**config.mk**
```make
export PLATFORM = sky130hd
export DESIGN_NAME = blur3x3_stream
export DESIGN_NICKNAME = d
export VERILOG_FILES = /design/src/rtl/blur_pkg.sv /design/src/rtl/blur_linebuf.sv /design/src/rtl/blur3x3_stream.sv
export SDC_FILE = /design/constraint.sdc
export NUM_CORES = 1
export LEC_CHECK = 0
export CAP_MARGIN = 15
export CORE_MARGIN = 3
export CORE_UTILIZATION = 45
export CTS_CLUSTER_DIAMETER = 40
export DETAILED_ROUTE_END_ITERATION = 10
export DONT_BUFFER_PORTS = 1
export GPL_TIMING_DRIVEN = 0
export PLACE_DENSITY = 0.66
export RECOVER_POWER = 50
export SLEW_MARGIN = 20
export SYNTH_ARGS = -nofsm -noshare
export SYNTH_HDL_FRONTEND = slang
export SYNTH_SLANG_ARGS = --single-unit
```
**constraint.sdc**
```tcl
create_clock -name CLK -period 65.4 [get_ports CLK]
set_clock_uncertainty 0.15 [all_clocks]
set_input_delay 16.35 -clock CLK [delete_from_list [all_inputs] [get_ports CLK]]
set_output_delay 16.35 -clock CLK [all_outputs]
set_load 0.01 [all_outputs]
```
**src/rtl/blur_pkg.sv**
```systemverilog
// Shared definitions for the streaming 3x3 box-blur engine.
//   state_e      : frame-control states (IDLE / RUN / FLUSH)
//   BORDER_PASS  : border pixels output their centre value unchanged
//   BORDER_ZERO  : border pixels output zero
//   sum_w()      : accumulator width for a nine-sample sum of pix_w-bit values
//   clog2()      : counter width helper, never less than one bit
package blur_pkg;

    typedef enum logic [1:0] {
        S_IDLE  = 2'd0,
        S_RUN   = 2'd1,
        S_FLUSH = 2'd2
    } state_e;

    localparam int unsigned BORDER_PASS = 0;
    localparam int unsigned BORDER_ZERO = 1;

    // Nine samples of pix_w bits need four extra bits (9*max < 16*max).
    function automatic int unsigned sum_w(input int unsigned pix_w);
        return pix_w + 4;
    endfunction

    function automatic int unsigned clog2(input int unsigned v);
        return (v <= 1) ? 1 : $clog2(v);
    endfunction

endpackage

```
**src/rtl/blur_linebuf.sv**
```systemverilog
// Shift-enable line delay: dout is the value written DEPTH enables ago.
//   CLK  : clock
//   en   : shift enable (one per accepted pixel)
//   din  : pixel shifted in
//   dout : pixel shifted in DEPTH enables earlier
// Contents are intentionally not reset; they are overwritten before use.
module blur_linebuf #(
    parameter int unsigned DEPTH = 16,
    parameter int unsigned W     = 24
) (
    input  logic         CLK,
    input  logic         en,
    input  logic [W-1:0] din,
    output logic [W-1:0] dout
);

    logic [W-1:0] mem [DEPTH];

    // Delay chain advancing only on enable.
    always_ff @(posedge CLK) begin
        if (en) begin
            mem[0] <= din;
            for (int i = 1; i < DEPTH; i++) begin
                mem[i] <= mem[i-1];
            end
        end
    end

    assign dout = mem[DEPTH-1];

endmodule

```
**src/rtl/blur3x3_stream.sv**
```systemverilog
// Streaming 3x3 box blur over one raster-order frame, per channel in parallel.
//   CLK, RST            : clock, synchronous active-high reset
//   ST / RD             : start-of-frame pulse (taken in IDLE) / idle indicator
//   IN_VALID/READY/DATA : input pixel stream, CH channels of PIX_W bits, ch0 in LSBs
//   OUT_VALID/READY/DATA: output pixel stream, raster order
//   OUT_LAST            : flags the final pixel (IMH-1, IMW-1) of the frame
// Output (r,c) is loaded when input r*IMW+c+IMW+1 is accepted; the last IMW+1
// outputs are all border pixels and are drained in FLUSH from buffered centres.
module blur3x3_stream
    import blur_pkg::*;
#(
    parameter int unsigned IMW    = 16,
    parameter int unsigned IMH    = 16,
    parameter int unsigned PIX_W  = 8,
    parameter int unsigned CH     = 3,
    parameter int unsigned BORDER = 0
) (
    input  logic                  CLK,
    input  logic                  RST,
    input  logic                  ST,
    output logic                  RD,
    input  logic                  IN_VALID,
    output logic                  IN_READY,
    input  logic [CH*PIX_W-1:0]   IN_DATA,
    output logic                  OUT_VALID,
    input  logic                  OUT_READY,
    output logic [CH*PIX_W-1:0]   OUT_DATA,
    output logic                  OUT_LAST
);

    localparam int unsigned DW = CH * PIX_W;
    localparam int unsigned SW = sum_w(PIX_W);
    localparam int unsigned CW = clog2(IMW);
    localparam int unsigned RW = clog2(IMH);
    localparam bit ZERO_BORDER = (BORDER == BORDER_ZERO);

    state_e          state_q, state_d;
    logic            rd_q;
    logic [RW-1:0]   ir, pr;
    logic [CW-1:0]   ic, pc;
    logic            loaded_all_q;
    logic            out_valid_q, out_last_q;
    logic [DW-1:0]   out_data_q;

    logic            out_free_c, accept_c, flush_load_c, shift_c, load_c;
    logic            primed_c, in_last_c, out_last_pos_c, border_c;
    logic [DW-1:0]   lb1_dout, lb2_dout;
    logic [DW-1:0]   col_c [3];
    logic [DW-1:0]   blur_c, pix_c;

    // Two stored window columns; the third (newest) column is col_c.
    logic [DW-1:0]   win_q [3][2];

    assign out_free_c     = !out_valid_q || OUT_READY;
    assign IN_READY       = (state_q == S_RUN) && out_free_c;
    assign accept_c       = IN_READY && IN_VALID;
    assign flush_load_c   = (state_q == S_FLUSH) && out_free_c && !loaded_all_q;
    assign shift_c        = accept_c || flush_load_c;
    // First output needs IMW+1 pixels already behind the one being accepted.
    assign primed_c       = (ir >= RW'(2)) || ((ir == RW'(1)) && (ic != '0));
    assign load_c         = (accept_c && primed_c) || flush_load_c;
    assign in_last_c      = (ir == RW'(IMH-1)) && (ic == CW'(IMW-1));
    assign out_last_pos_c = (pr == RW'(IMH-1)) && (pc == CW'(IMW-1));
    assign border_c       = (pr == '0) || (pr == RW'(IMH-1)) ||
                            (pc == '0) || (pc == CW'(IMW-1));

    assign RD        = rd_q;
    assign OUT_VALID = out_valid_q;
    assign OUT_DATA  = out_data_q;
    assign OUT_LAST  = out_last_q;

    // Line delays: lb1 gives the row above, lb2 the row two above.
    blur_linebuf #(.DEPTH(IMW), .W(DW)) u_lb1 (
        .CLK  (CLK),
        .en   (shift_c),
        .din  (IN_DATA),
        .dout (lb1_dout)
    );

    blur_linebuf #(.DEPTH(IMW), .W(DW)) u_lb2 (
        .CLK  (CLK),
        .en   (shift_c),
        .din  (lb1_dout),
        .dout (lb2_dout)
    );

    // Incoming window column, top row first.
    always_comb begin
        col_c[0] = lb2_dout;
        col_c[1] = lb1_dout;
        col_c[2] = IN_DATA;
    end

    // Window shift; during FLUSH IN_DATA is stale but only feeds unused border taps.
    always_ff @(posedge CLK) begin
        if (shift_c) begin
            for (int r = 0; r < 3; r++) begin
                win_q[r][0] <= win_q[r][1];
                win_q[r][1] <= col_c[r];
            end
        end
    end

    // Per-channel nine-tap sum and floor divide by nine.
    for (genvar g = 0; g < CH; g++) begin : g_ch
        logic [SW-1:0] sum_c;

        always_comb begin
            sum_c = '0;
            for (int r = 0; r < 3; r++) begin
                sum_c = sum_c
                      + SW'(win_q[r][0][g*PIX_W +: PIX_W])
                      + SW'(win_q[r][1][g*PIX_W +: PIX_W])
                      + SW'(col_c[r][g*PIX_W +: PIX_W]);
            end
        end

        assign blur_c[g*PIX_W +: PIX_W] = PIX_W'(sum_c / SW'(9));
    end

    // Centre tap of the post-shift window is the newest stored middle-row sample.
    always_comb begin
        pix_c = blur_c;
        if (border_c) begin
            pix_c = ZERO_BORDER ? '0 : win_q[1][1];
        end
    end

    // Next-state logic.
    always_comb begin
        state_d = state_q;
        unique case (state_q)
            S_IDLE:  if (ST) state_d = S_RUN;
            S_RUN:   if (accept_c && in_last_c) state_d = S_FLUSH;
            S_FLUSH: if (out_valid_q && OUT_READY && out_last_q) state_d = S_IDLE;
            default: state_d = S_IDLE;
        endcase
    end

    // State, counters and output register.
    always_ff @(posedge CLK) begin
        if (RST) begin
            state_q      <= S_IDLE;
            rd_q         <= 1'b1;
            ir           <= '0;
            ic           <= '0;
            pr           <= '0;
            pc           <= '0;
            loaded_all_q <= 1'b0;
            out_valid_q  <= 1'b0;
            out_data_q   <= '0;
            out_last_q   <= 1'b0;
        end else begin
            state_q <= state_d;
            rd_q    <= (state_d == S_IDLE);

            if ((state_q == S_IDLE) && ST) begin
                ir           <= '0;
                ic           <= '0;
                pr           <= '0;
                pc           <= '0;
                loaded_all_q <= 1'b0;
            end

            if (accept_c) begin
                if (ic == CW'(IMW-1)) begin
                    ic <= '0;
                    ir <= ir + RW'(1);
                end else begin
                    ic <= ic + CW'(1);
                end
            end

            // pr/pc track the position of the pixel entering the output register.
            if (load_c) begin
                if (pc == CW'(IMW-1)) begin
                    pc <= '0;
                    pr <= pr + RW'(1);
                end else begin
                    pc <= pc + CW'(1);
                end
                if (out_last_pos_c) loaded_all_q <= 1'b1;
                out_valid_q <= 1'b1;
                out_data_q  <= pix_c;
                out_last_q  <= out_last_pos_c;
            end else if (OUT_READY) begin
                out_valid_q <= 1'b0;
                out_last_q  <= 1'b0;
            end
        end
    end

endmodule

```
==> results.md, run 1 <==
* Result of the run: completed
* Minimum clock period after layout at between 30 and 40 ns
* Post-synthesis share of cell area spent on full adders, half adders and majority gates at between 10% and 20%
* Pins over their slew limit at 0
* Number of buffers created by CTS at roughly 110
* Routed wire per std cell at 18.1 um
* Maximum frequency from static timing analysis at 29.9 MHz
* Reported max-cap violation count at 0
* Wirelength, routed at 60700 um
* Post-CTS Setup Bufs at 0
* Layout cells sized above 1 at between 10% and 20%
* Clock sink total at 862
* RSZ-0062 raised after global routing: no
* Worst slew margin relative to its limit at 36.8%
* Antenna Nets Post-Route at 0
* Overall die width at about 290 um
* Ratio of final minimum period to clock period at roughly half
* Count of flip-flops with a built-in enable after synthesis at between 800 and 900
* Residual DRC at 0
* Classification of the worst setup path: in -> out
* Source-to-sink clock delay at the later pin of the worst-skew pair at 0.66 ns
* Max incr delay on CP at 0.56 ns
* Nature of the critical path endpoint: output port
* Largest family of logic cells by synthesized area: adder cells
* Synth warn at 0
* Fin Hold WS at 0.235 ns
* Io pins at 57
* Combined area of all synthesized cells at approximately 36000 um^2
* Simple-gate portion of the synthesized area at under 10%
* Count of TritonRoute iterations in the first routing pass at 5
* Slowest stage cell on the critical path: nor3b_1
* Most used flip-flop cell after synthesis: edfxtp_1
* Largest cells by area after synthesis: edfxtp_1, fa_1, dfxtp_1
* Number of H-tree levels at 3
* Xor and xnor area share after synthesis at 0.788%
* Maximum number of pins on one net before global-route repair at 65
* Layout Nets at 2471
* Part of the Yosys area used for sequential elements at 71.5%
* Clock tree from TritonCTS: done
* Synth Register Bits at 862
* Worst min path class: reg -> reg
* Most frequent cells after synthesis: edfxtp_1, inv_1, fa_1, nor2_1, a21oi_1
* Required time of the critical path at 48.90 ns
* Die ar. at between 80000 and 90000 um^2
* Overall overflow remaining after global route at 0
* Post-DR vias/cell at 5.28
* Count of instances resized after the clock tree is built at 0
* Post-synth top area share at 68.9%
* Maximum net fanout on the critical path at 3
* Initial standard-cell utilization of the core at 45.7%
* Global routing met1 resource utilization at between 20% and 30%
* Final setup viols at 0
* Complex-gate fraction of the synthesized area at 8.21%
* GR Util met3 at 4.16%
* Global placement routability congestion at between 0.7 and 0.8
* Biggest area consumer among synthesized cells: edfxtp_1
* Number of hold violations in the final report at 0
* Number of antenna violations at the first check in global routing at 2
* Ys async rst share at 0%
* Clock transition at path regs at 0.06 ns
* Vias in the first global route at 17924
* Cell chain of the critical path: nor2b_1 > nor3b_1
* Wire length of the first global-routing pass at 97800 um
* Average instance area after synthesis at ~17 um^2
* Ant. Diodes at 0
* Largest buffer count on any clock path at 3
* Total buffers and inverters traversed by the critical path at 0
* Number of nets produced by synthesis at 2347
* Clk Tree Root Cell: clkbuf_16
* First-iteration detailed-routing DRC count at 1488
* Global-route track usage on met2 at 21.3%
* Register-to-register setup slack at approximately 56 ns
* Chip Height at 287 um
* Library cell with the highest instance count after synthesis: edfxtp_1
* Total via count after detailed routing at 17722
* Slew at the pin with the worst max-slew slack at about 0.94 ns
* Most used routing layer in global routing: met1
* Setup TNS at 0 ns
* Fraction of synthesized area in multiplexers at 0.598%
* Yosys cell types at 111
* Global-route total usage across every layer at between 10% and 20%
* Cell row count at 102
* Launching element type of the critical path: primary input
* Hold-fix buffer count after cts at 0
* Count of input and output buffers at 0
* Half-perimeter wire length of the detailed placement result at 40300 um
* Area added between synthesis and finish at 14.8%
* Arrival time of data at the critical path endpoint at ~17 ns
* Filler Cells Inserted at 6252
* Category of cells accounting for the largest share of critical-path delay: simple AND/OR/NAND/NOR gates
* Synthesized instance count at 2102
* Placeable core region at 77800 um^2
-- cells by family after synthesis --
group / count (synthesis)
DFF: 862
AOI/OAI and AO/OA: 401
and+or+nand+nor: 345
buffers and inverters: 221
adders and majority gates: 221
xor gates and xnor gates: 32
muxes: 20
-- sequential cells by signal, indices dropped and copies added, names as in the netlist, 2 cells and up --
| name | flops |
|---|---|
| OUT_DATA | 24 |
| ic | 4 |
| ir | 4 |
| pc | 4 |
| pr | 4 |
| state_q | 2 |
| u_lb1.mem | 384 |
| u_lb2.mem | 336 |
| win_q | 96 |
-- routing by layer --
layer | vias to the layer above | part of all wire (%)
met3 | 107 | 6.7
met1 | 8971 | 48
met5 | - | 0
li1 | 8225 | -
met4 | 0 | 1.9
met2 | 419 | 43
-- cell type report --
class | count | area (um^2) | share of cell area (%)
sequential | 862 | 25400 | 62.3
multi-input combinational | 1019 | 9180 | 22.5
clock buffer | 121 | 2760 | 6.76
tap | 1040 | 1300 | 3.19
clock inverter | 78 | 812 | 1.99
inverter | 172 | 646 | 1.58
timing repair buffer | 16 | 388 | 0.950
buffer | 49 | 322 | 0.788
-- worst paths after layout --
| path | start | endpoint | cells after the start |
|---|---|---|---|
| setup / recovery | OUT_READY | IN_READY | 2 |
| hold / removal | u_lb1.mem[1][143] | u_lb1.mem[1][167] | 0 |
| hold reg to reg | u_lb1.mem[1][143] | u_lb1.mem[1][167] | 0 |
| setup reg to reg | u_lb1.mem[0][46] | OUT_DATA[16] | 32 |
-- layout by cell type (no fill, tap or decap), types with 9 or more instances in the layout --
master,instances
a211o_1,11
a211oi_1,27
a21o_1,22
a21oi_1,98
a311oi_1,12
a31oi_1,21
and2_1,9
and3_1,15
buf_16,11
buf_2,9
clkbuf_1,37
clkbuf_16,107
clkinv_1,10
clkinv_2,14
clkinv_4,14
clkinvlp_4,10
dfxtp_1,46
edfxtp_1,816
fa_1,162
ha_1,54
inv_1,172
mux2i_1,12
nand2_1,62
nand2b_1,15
nand3_1,33
nand4_1,9
nor2_1,100
nor3_1,21
nor4_1,13
o211ai_1,22
o21a_1,16
o21ai_0,40
xnor2_1,24
-- through the flow --
step	utilization, %	worst slack (ns)	instance area [um^2]	cells
floorplan	-	29.44	35600	2102
global placement	47.3	23.39	36900	3142
finish	52.4	31.95	40800	3357
global route	52.4	31.86	40800	3357
CTS	52.4	31.94	40800	3357
detailed placement	47.9	31.94	37300	3158
Power of run 1 is not shown: default switching activity piles up to over one toggle a cycle in this logic, so the estimate is an artifact.
==> run 2: changes to the inputs <==
PLACE_DENSITY = 0.68   (was 0.66)
clock period = 28 ns   (was 65.4 ns; I/O delays follow)
==> results.md, run 2 (synthesis gave the netlist of run 1 again) <==
* Residual DRC at 0 (unchanged)
* Top flop regs: u_lb1.mem x384, u_lb2.mem x336, win_q x96
* Total via count after detailed routing at 17757 (+0.20%)
* Maximum number of pins on one net before global-route repair at 65 (unchanged)
* Wire length of the first global-routing pass at 97200 um (-0.63%)
* Clk Tree Root Cell: clkbuf_16
* Final setup margin at 12.48 ns (-19.47 ns)
* Largest buffer count on any clock path at 3 (unchanged)
* Area added between synthesis and finish at 15.3%
* Initial standard-cell utilization of the core at 45.7% (unchanged)
* Final core occ at 52.7% (+0.22 points)
* Vias in the first global route at 17730 (-1.1%)
* Hold-fix buffer count after cts at 0 (unchanged)
* Count of instances resized after the clock tree is built at 0 (unchanged)
* Global-route total usage across every layer at 14.9% (-0.026 points)
* Start of the worst register-to-register path: u_lb1.mem[0][46]
* Number of buffers created by CTS at 106 (unchanged)
* Overall overflow remaining after global route at 0 (unchanged)
* Pins over their slew limit at 0 (unchanged)
* Worst setup timing slack at the placement stage at 12.08 ns (-19.86 ns)
* Ant. Diodes at 0 (unchanged)
* Minimum clock period after layout at 15.52 ns
* Antenna Nets Post-Route at 0 (unchanged)
* Arrival time of data at the critical path endpoint at 15.95 ns (-1.00 ns)
* First-iteration detailed-routing DRC count at 1209 (-19%)
* FF-to-FF path depth at 32 (unchanged)
* Slowest stage cell on the critical path: a2111oi_0
* Max reg flops at 384 (unchanged)
* Final setup viols at 0 (unchanged)
* Worst slew margin relative to its limit at 34.0% (-2.8 points)
* RSZ-0062 raised after global routing: no
* Post-CTS Setup Bufs at 0 (unchanged)
* Leading cell type in the layout, fill and taps excluded: edfxtp_1
* Number of H-tree levels at 3 (unchanged)
* Reg2reg end: OUT_DATA[16]
* Clock sink total at 862 (unchanged)
* Register-to-register setup slack at 18.45 ns (-37.70 ns)
* Half-perimeter wire length of the detailed placement result at 40400 um (+0.18%)
* Placed cell count at 3158 (unchanged)
* Launching element type of the critical path: primary input
* Worst setup path endpoint: OUT_DATA[16]
* Layout cells sized above 1 at 12.3% (-0.081 points)
* Nature of the critical path endpoint: register
* Clock tree from TritonCTS: done
* Clock transition at path regs at 0.06 ns (about the same)
* Source-to-sink clock delay at the later pin of the worst-skew pair at 0.66 ns (about the same)
* Io pins at 57 (unchanged)
* Result of the run: completed
* Number of hold violations in the final report at 0 (unchanged)
* Die ar. at 82400 um^2 (unchanged)
* Routed wire per std cell at 18.3 um (+1.2%)
* Top library cells by usage in the layout, fill and taps aside: edfxtp_1, inv_1, fa_1, clkbuf_16, nor2_1
* Max incr delay on CP at 0.67 ns (+0.11 ns)
* Number of cells in the finished layout apart from fillers at 3356 (-0.030%)
* Maximum frequency from static timing analysis at 64.4 MHz
* Filler Cells Inserted at 6234 (-0.29%)
* Timing startpoint of the critical path: IN_DATA[22]
* Count of input and output buffers at 0 (unchanged)
* Area used by sequential logic in the layout at 25400 um^2 (unchanged)
* Classification of the worst setup path: in -> reg
* Area of the multi-input gates at 9180 um^2 (unchanged)
* Reported max-cap violation count at 0 (unchanged)
* Maximum net fanout on the critical path at 7 (+4)
* Register ranked first by flip-flop count: u_lb1.mem
* Worst min path class: reg -> reg
* Wirelength, routed at 61400 um (+1.1%)
* Overall die width at 287 um (unchanged)
* Chip Height at 287 um (unchanged)
* Cell row count at 102 (unchanged)
* Global placement routability congestion at 0.792 (-1.0%)
* Ratio of final minimum period to clock period at between 50 and 60%
* Post-DR vias/cell at 5.29 (+0.23%)
* Layout Nets at 2471 (unchanged)
* Placeable core region at 77800 um^2 (unchanged)
* Count of TritonRoute iterations in the first routing pass at 7 (+2)
* Number of antenna violations at the first check in global routing at 0 (-2)
* Slew at the pin with the worst max-slew slack at 0.977 ns (+0.0418 ns)
* Required time of the critical path at 28.43 ns (-20.47 ns)
run 2: cell count changes in the layout (fill, tap and decap cells not counted), moves of 3 or more:
cell | previous run | this run
clkinvlp_4 | 10 | 5
clkinv_4 | 14 | 10
clkinv_1 | 10 | 14
bufinv_16 | 5 | 13
clkbuf_1 | 37 | 34
inv_6 | 8 | 14
clkinv_2 | 14 | 11
clkbuf_8 | 8 | 5
run 2: layout make-up:
type | count | share of cell area (%)
Multi-Input combinational cell | 1019 | 22.4
Sequential cell | 862 | 62.0
Inverter | 172 | 1.57
Tap cell | 1040 | 3.17
Clock buffer | 115 | 6.60
Timing Repair Buffer | 16 | 0.928
Buffer | 49 | 0.784
Clock inverter | 83 | 2.54
run 2: worst min path at each step:
stage                startpoint  depth (start not counted)  slack [ns]                 to
3_5_place_dp   u_lb1.mem[0][94]                          0        0.25  u_lb1.mem[0][118]
6_report       u_lb2.mem[3][18]                          0        0.26   u_lb2.mem[4][18]
3_3_place_gp   u_lb2.mem[3][12]                          0        0.25   u_lb2.mem[4][12]
4_1_cts        u_lb1.mem[0][89]                          0        0.25  u_lb1.mem[0][113]
5_1_grt        u_lb1.mem[0][89]                          0        0.26  u_lb1.mem[0][113]
2_1_floorplan  u_lb1.mem[0][76]                          0        0.25  u_lb1.mem[0][100]
run 2: stage by stage:
stage | hold WS (ns) | area [um^2] | TNS [ns]
after detailed placement | 0.255 | 37300 | 0
after global placement | 0.250 | 36900 | -3642.80
after CTS | 0.249 | 41000 | 0
after floorplan | 0.250 | 35600 | 0
final | 0.258 | 41000 | 0
after global routing | 0.257 | 41000 | 0
run 2: per-layer routing:
layer	track usage [%]	share of wire [%]
met2	21.2	43
met5	0	0
met4	5.16	2.6
met3	4.07	6.1
met1	22.2	48
run 2: critical path: cells and delay by family:
family	cells	cell delay [ns]
compound gates	14	3.68
simple gates	6	1.17
buf+inv	6	0.54
fa+ha+maj	6	2.71
xor+xnor	2	0.85
Power of run 2 is left out for the same reason.
==> run 3: changes to the inputs <==
PLACE_DENSITY = 0.66   (was 0.68)
clock period = 15.7 ns   (was 28 ns; I/O delays follow)
==> results.md, run 3 (synthesis gave the netlist of run 1 again) <==
* Arrival time of data at the critical path endpoint at 12.66 ns (-3.29 ns)
* Antenna Nets Post-Route at 0 (unchanged)
* Cell row count at 102 (unchanged)
* Number of antenna violations at the first check in global routing at 0 (unchanged)
* Required time of the critical path at 16.15 ns (-12.28 ns)
* Global routing met1 resource utilization at 22.7% (+0.48 points)
* Layout cells sized above 1 at 12.3% (+0.022 points)
* Post-CTS Setup Bufs at 0 (unchanged)
* Slew at the pin with the worst max-slew slack at 1.03 ns (+0.0522 ns)
* Worst min path class: reg -> reg
* Maximum number of pins on one net before global-route repair at 112 (+72%)
* Post-Place Cell Area at 37100 um^2 (-0.32%)
* Global-route total usage across every layer at 15.1% (+0.17 points)
* Total via count after detailed routing at 17786 (+0.16%)
* Leading cell type in the layout, fill and taps excluded: edfxtp_1
* Reported max-cap violation count at 0 (unchanged)
* Largest buffer count on any clock path at 3 (unchanged)
* RSZ-0062 raised after global routing: no
* Overall overflow remaining after global route at 0 (unchanged)
* Source-to-sink clock delay at the later pin of the worst-skew pair at 0.66 ns (about the same)
* Pins over their slew limit at 0 (unchanged)
* Final setup viols at 0 (unchanged)
* Hold-fix buffer count after cts at 0 (unchanged)
* Number of H-tree levels at 3 (unchanged)
* Minimum clock period after layout at 12.21 ns
* Clock tree from TritonCTS: done
* Nature of the critical path endpoint: register
* Setup TNS at 0 ns (unchanged)
* Max reg flops at 384 (unchanged)
* Register ranked first by flip-flop count: u_lb1.mem
* Top flop regs: u_lb1.mem x384, u_lb2.mem x336, win_q x96
* Overall die width at 287 um (unchanged)
* GR Util met3 at 4.26% (+0.19 points)
* Category of cells accounting for the largest share of critical-path delay: compound AO/OA/AOI/OAI gates
* Routed wire per std cell at 18.2 um (-0.77%)
* Area added between synthesis and finish at 15.5%
* Slowest stage cell on the critical path: a2111oi_0
* Wire length of the first global-routing pass at 98400 um (+1.3%)
* Vias in the first global route at 17817 (+0.49%)
* Count of TritonRoute iterations in the first routing pass at 7 (unchanged)
* Io pins at 57 (unchanged)
* Number of hold violations in the final report at 0 (unchanged)
* Number of buffers created by CTS at 110 (+3.8%)
* Global placement routability congestion at 0.818 (+3.3%)
* Maximum frequency from static timing analysis at approximately 80 MHz
* Layout Nets at 2469 (-0.081%)
* Maximum net fanout on the critical path at 7 (unchanged)
* Residual DRC at 0 (unchanged)
* Count of instances resized after the clock tree is built at 0 (unchanged)
* Chip Height at 287 um (unchanged)
* Result of the run: completed
* Final std cell area, no fill at 41100 um^2 (+0.14%)
* First-iteration detailed-routing DRC count at 1567 (+30%)
* Total buffers and inverters traversed by the critical path at 6 (unchanged)
* Count of input and output buffers at 0 (unchanged)
* Classification of the worst setup path: in -> reg
* Half-perimeter wire length of the detailed placement result at 40000 um (-0.83%)
* Clk Tree Root Cell: clkbuf_16
* Top library cells by usage in the layout, fill and taps aside: edfxtp_1, inv_1, fa_1, clkbuf_16, nor2_1
* Post-DR vias/cell at 5.29 (about the same)
* Launching element type of the critical path: primary input
* Placeable core region at 77800 um^2 (unchanged)
* Worst setup timing slack at the placement stage at 2.96 ns (-9.11 ns)
* Wirelength, routed at 61000 um (-0.62%)
* Max incr delay on CP at 0.65 ns (-0.02 ns)
* Final setup margin at 3.49 ns (-8.99 ns)
* Fin Hold WS at 0.255 ns (-0.00349 ns)
* Ratio of final minimum period to clock period at 77.8%
* Most used routing layer in global routing: met1
* Clock sink total at 862 (unchanged)
* Global-route track usage on met2 at 21.3% (+0.17 points)
* Worst slew margin relative to its limit at 30.5% (-3.5 points)
* Clock transition at path regs at 0.06 ns (about the same)
* Initial standard-cell utilization of the core at 45.7% (unchanged)
* Die ar. at 82400 um^2 (unchanged)
run 3: metal layers:
metal / share of wire (%) / up-vias
met5: 0 / -
met4: 2.4 / 0
met3: 6.0 / 111
met2: 43 / 407
met1: 49 / 9047
li1: - / 8221
run 3: layout make-up:
class / count / area (um^2)
fillers: 6237 / 36800
multi-input cells: 1019 / 9190
plain buffers: 49 / 322
flip-flops and latches: 862 / 25400
clock inverters: 86 / 1120
repair buffers: 10 / 253
well taps: 1040 / 1300
clock buffers: 122 / 2800
diodes: 1 / 2.50
inverters: 172 / 646
run 3: worst paths after layout:
path | start | to | slack, ns | depth (start not counted)
hold reg to reg | u_lb2.mem[3][16] | u_lb2.mem[4][16] | 0.25 | 0
setup / recovery | IN_DATA[22] | OUT_DATA[16] | 3.49 | 34
hold / removal | u_lb2.mem[3][16] | u_lb2.mem[4][16] | 0.25 | 0
setup reg to reg | u_lb1.mem[0][46] | OUT_DATA[16] | 6.37 | 32
run 3: stage by stage:
step	utilization, %	instances
global route	52.7	3360
finish	52.7	3361
CTS	52.7	3360
detailed placement	47.7	3152
floorplan	-	2102
global placement	47.3	3142
Power of run 3 is left out for the same reason.
